### src/rtl/alu_operand_stage.sv
// EX-side operand select: forwards results from later stages, flags use-before-ready hazards
// and registers A/B/store-data operands with flush/stall control.
module alu_operand_stage #(
    parameter int unsigned XLEN = 32,
    parameter int unsigned AW   = 5,
    parameter int unsigned NFWD = 2
) (
    input  logic                 clk,
    input  logic                 rstn,
    input  logic                 in_valid,
    input  logic [AW-1:0]        rs1,
    input  logic [AW-1:0]        rs2,
    input  logic [XLEN-1:0]      rd1,
    input  logic [XLEN-1:0]      rd2,
    input  logic [XLEN-1:0]      pc,
    input  logic [XLEN-1:0]      imm,
    input  logic [1:0]           asel,
    input  logic [1:0]           bsel,
    input  logic [NFWD-1:0]      fwd_wen,
    input  logic [NFWD*AW-1:0]   fwd_rd,
    input  logic [NFWD*XLEN-1:0] fwd_data,
    input  logic [NFWD-1:0]      fwd_rdy,
    input  logic                 stall,
    input  logic                 flush,
    output logic                 hazard,
    output logic                 out_valid,
    output logic [XLEN-1:0]      op_a,
    output logic [XLEN-1:0]      op_b,
    output logic [XLEN-1:0]      st_data,
    output logic [2*NFWD-1:0]    fwd_hits
);

    logic [XLEN-1:0]   rs1_val, rs2_val;
    logic [NFWD-1:0]   rs1_hit, rs2_hit;
    logic              rs1_rdy, rs2_rdy;
    logic [XLEN-1:0]   a_sel, b_sel;

    logic              valid_q, valid_d;
    logic [XLEN-1:0]   op_a_q, op_a_d;
    logic [XLEN-1:0]   op_b_q, op_b_d;
    logic [XLEN-1:0]   st_data_q, st_data_d;
    logic [2*NFWD-1:0] hits_q, hits_d;

    // Walk from oldest to youngest so the lowest-index match overwrites and wins.
    always_comb begin
        rs1_val = rd1;
        rs2_val = rd2;
        rs1_hit = '0;
        rs2_hit = '0;
        rs1_rdy = 1'b1;
        rs2_rdy = 1'b1;
        for (int i = int'(NFWD) - 1; i >= 0; i--) begin
            if (fwd_wen[i] && (fwd_rd[i*AW +: AW] == rs1) && (rs1 != '0)) begin
                rs1_val    = fwd_data[i*XLEN +: XLEN];
                rs1_hit    = '0;
                rs1_hit[i] = 1'b1;
                rs1_rdy    = fwd_rdy[i];
            end
            if (fwd_wen[i] && (fwd_rd[i*AW +: AW] == rs2) && (rs2 != '0)) begin
                rs2_val    = fwd_data[i*XLEN +: XLEN];
                rs2_hit    = '0;
                rs2_hit[i] = 1'b1;
                rs2_rdy    = fwd_rdy[i];
            end
        end
    end

    // rs2 always counts: it feeds st_data regardless of bsel.
    assign hazard = in_valid && (((asel == 2'd0) && !rs1_rdy) || !rs2_rdy);

    always_comb begin
        unique case (asel)
            2'd0:    a_sel = rs1_val;
            2'd1:    a_sel = pc;
            default: a_sel = '0;
        endcase
        unique case (bsel)
            2'd0:    b_sel = rs2_val;
            2'd1:    b_sel = imm;
            2'd2:    b_sel = XLEN'(4);
            default: b_sel = '0;
        endcase
    end

    always_comb begin
        valid_d   = valid_q;
        op_a_d    = op_a_q;
        op_b_d    = op_b_q;
        st_data_d = st_data_q;
        hits_d    = hits_q;
        if (flush) begin
            valid_d = 1'b0;
        end else if (stall) begin
            valid_d = valid_q;
        end else if (hazard) begin
            valid_d = 1'b0;
        end else begin
            valid_d   = in_valid;
            op_a_d    = a_sel;
            op_b_d    = b_sel;
            st_data_d = rs2_val;
            hits_d    = {rs2_hit, rs1_hit};
        end
    end

    always_ff @(posedge clk or negedge rstn) begin
        if (!rstn) begin
            valid_q   <= 1'b0;
            op_a_q    <= '0;
            op_b_q    <= '0;
            st_data_q <= '0;
            hits_q    <= '0;
        end else begin
            valid_q   <= valid_d;
            op_a_q    <= op_a_d;
            op_b_q    <= op_b_d;
            st_data_q <= st_data_d;
            hits_q    <= hits_d;
        end
    end

    assign out_valid = valid_q;
    assign op_a      = op_a_q;
    assign op_b      = op_b_q;
    assign st_data   = st_data_q;
    assign fwd_hits  = hits_q;

endmodule

### config.mk
export PLATFORM = sky130hd
export DESIGN_NAME = alu_operand_stage
export DESIGN_NICKNAME = d
export VERILOG_FILES = /design/src/rtl/alu_operand_stage.sv
export SDC_FILE = /design/constraint.sdc
export NUM_CORES = 1
export LEC_CHECK = 0
export ABC_AREA = 0
export CAP_MARGIN = 20
export CORE_ASPECT_RATIO = 2
export CORE_UTILIZATION = 40
export CTS_CLUSTER_SIZE = 14
export DETAILED_ROUTE_END_ITERATION = 7
export GPL_ROUTABILITY_DRIVEN = 0
export PLACE_DENSITY = 0.8
export REMOVE_ABC_BUFFERS = 1
export SLEW_MARGIN = 20
export SYNTH_ARGS = -nofsm -noshare
export SYNTH_HDL_FRONTEND = slang
export SYNTH_SLANG_ARGS = --single-unit
### constraint.sdc
create_clock -name clk -period 4.9 [get_ports clk]
set_input_delay 1.47 -clock clk [delete_from_list [all_inputs] [get_ports clk]]
set_output_delay 1.47 -clock clk [all_outputs]
set_load 0.02 [all_outputs]
==> results.yml <==
timing:
  hold_viol_final: 0
  worstMarginPinSlew_ns: 0.941
  fmax_mhz: 207
  rsz0062_at_grt: "false"
  setup_viol: 0
  timing.hold.ws_ns: 0.510
  post-route-period-util: 0.985
  relSlewSlack: 0.371
  slew_viol_final: 0
  setup_tns_ns: 0
  min_period_ns: 4.82
  fin_skew_ns: 0
grt:
  grt_first_pass_wirelength_microns: 35700
  grt_pass1_vias: 6477
  antenna_found_initial: 0
  grt-ovfl-total: 0
  grt_max_degree: 69
  grtUsageTotal: 0.282
die:
  core-area_sq_um: 15800
  ios: 327
  die_y_microns: 182
  core.rowCount: 65
  die_w_microns: 91.9
  start_util: 0.410
  die-area_sq_um: 16700
final_layout:
  nFillCells: 1256
  final_cells: 1110
  multi_input_comb_area_sq_um: 3610
  final_cell_mix: "clkdlybuf4s50_1 (317), dfrtp_1 (101), mux2_4 (98), a21oi_1 (60), buf_4 (39)"
  layout-drive-gt1-share: 0.186
  regArea_sq_um: 2530
  layout.nets: 1129
  final_common_cell: "clkdlybuf4s50_1"
  area_growth_pct: 59.4
  num_antenna_cells: 0
min_path:
  hp-class: "reg -> reg"
run:
  drv_cap: 0
synthesis:
  ys_warn_count: 0
  synth-edff-count: 0
  synth_ff_type: "dfrtp_1"
  yosysSeqAreaShare: 0.391
  syn_area_sq_um: 6470
  ys_types: 41
  synthCells: 574
  async_flop_share: 1.00
  syn_avg_cell_area_sq_um: 11.3
  synth_seq_cells: 101
detailed_routing:
  wl_met3_microns: 1300
  wl_microns: 23700
  drt_iter0_markers: 176
  ant_nets: 0
  wl_per_cell_microns: 21.4
  top_layer: "met4"
  met1_length_microns: 8540
  wl_met2_microns: 12400
  dr.pass1.iters: 5
  viasPerCell: 5.50
  drc_errors: 0
  vias: 6104
clock_tree:
  htree_levels: 3
  insertion_delay_ns: 0.34
  numCtsBuffers: 9
  holdBufCountCts: 0
  cts_tree: "yes"
  clock_path_buffers: 2
  cts.clk_slew.worst_paths_ns: 0.06
  clock_sinks: 101
  cts_root_buffer: "clkbuf_16"
power_and_ir_drop:
  peakVddDrop_mv: 0.154
  powerDensity_nw_per_um2: 277
  p_leak_uw: 0.00442
  finalPower_uw: 2850
setup_path:
  cp_cell_sequence: "dlygate4sd2_1, or4_4, o211ai_4, nor2_2, or4b_1, o211a_1, nor2b_1, buf_4"
  cp_max_fo: 2
  crit_path_start_kind: "input pin"
  crit_required_ns: 3.43
  crit_slowest_cell: "or4b_1"
  critical_path_class: "in -> out"
  cp-end-kind: "output pin"
  cpPeakStageDelay_ns: 0.50
  arrival_ns: 3.35
placed_design:
  portBuffers: 326
  dpl.hpwl_microns: 17600
  dpl.cell_count: 1092
status:
  status: "complete, no violations"
[power breakdown]
| part | internal (uW) | total [uW] | switching (uW) |
|---|---|---|---|
| logic | 651 | 1140 | 489 |
| clock network | 353 | 676 | 323 |
| registers | 962 | 1040 | 75.3 |
| total | 1960 | 2850 | 888 |
[stage by stage]
| stage | cell area (sq um) | worst slack [ns] | util |
|---|---|---|---|
| 2_1_floorplan | 6100 | -6.19 | - |
| 3_3_place_gp | 10000 | -0.642 | 0.635 |
| 3_5_place_dp | 10000 | -0.633 | 0.635 |
| 4_1_cts | 10300 | 0.0231 | 0.653 |
| 5_1_grt | 10300 | 0.00668 | 0.654 |
| 6_report | 10300 | 0.0758 | 0.654 |
[what timing repair did]
item,CTS,global route
resized for setup,10,8
endpoints found under the setup margin,1,1
buffers inserted,1,1
pin swaps,4,5
[worst max-delay path: cells and delay by family]
family / cells / cell delay [ns]
and+or+nand+nor: 4 / 1.14
buffers and inverters: 2 / 0.41
AOI/OAI and AO/OA: 2 / 0.33
[final cells by class]
class	count	area share
clock buffer	11	0.0226
sequential	101	0.245
clock inverter	5	0.00437
timing repair buffer	368	0.351
multi-input combinational	419	0.350
tap	201	0.0244
inverter	5	0.00182
[worst paths after layout]
| kind | from | end | slack (ns) | cells after the start |
|---|---|---|---|---|
| max | rs1[4] | hazard | 0.08 | 8 |
| min | op_a[19]$_DFFE_PN0P_ | op_a[19]$_DFFE_PN0P_ | 0.51 | 1 |
| max reg2reg | op_a[1]$_DFFE_PN0P_ | op_a[1]$_DFFE_PN0P_ | 4.10 | 1 |
| min reg2reg | op_a[19]$_DFFE_PN0P_ | op_a[19]$_DFFE_PN0P_ | 0.51 | 1 |
| max in group asynchronous | rstn | op_b[12]$_DFFE_PN0P_ | 2.81 | 2 |
| min in group asynchronous | rstn | op_a[22]$_DFFE_PN0P_ | 1.23 | 1 |
[sequential cells by signal, summed over array words and instances (netlist names)]
register	flops
fwd_hits	4
op_a	32
op_b	32
out_valid	1
st_data	32
[cells in the mapped netlist (10+ instances only)]
master / count / share of area
a21oi_1: 60 / 0.046
clkbuf_1: 27 / 0.016
buf_12: 10 / 0.031
o22ai_1: 31 / 0.030
a211oi_1: 31 / 0.036
a22o_1: 31 / 0.042
dfrtp_1: 101 / 0.39
xor2_1: 11 / 0.015
nand2_1: 31 / 0.018
mux2_4: 98 / 0.23
mux2i_1: 34 / 0.053
nor2_1: 38 / 0.022
[kinds of logic (layout without fill, tap and decap cells)]
kind of cell,Yosys count,after routing,share of synthesized area
buffers and inverters,54,389,0.0599
XOR/XNOR,19,19,0.0257
multiplexers,132,132,0.280
AO/OA/AOI/OAI,166,166,0.172
AND/OR/NAND/NOR,102,102,0.0721
flip-flops,101,101,0.391
[metal layers]
metal / vias up / global-route usage
met3: 77 / 0.0486
met4: 0 / 0.174
met2: 290 / 0.508
met5: - / 0
met1: 2939 / 0.300
li1: 2798 / -
(Power assumes the default switching activity.)
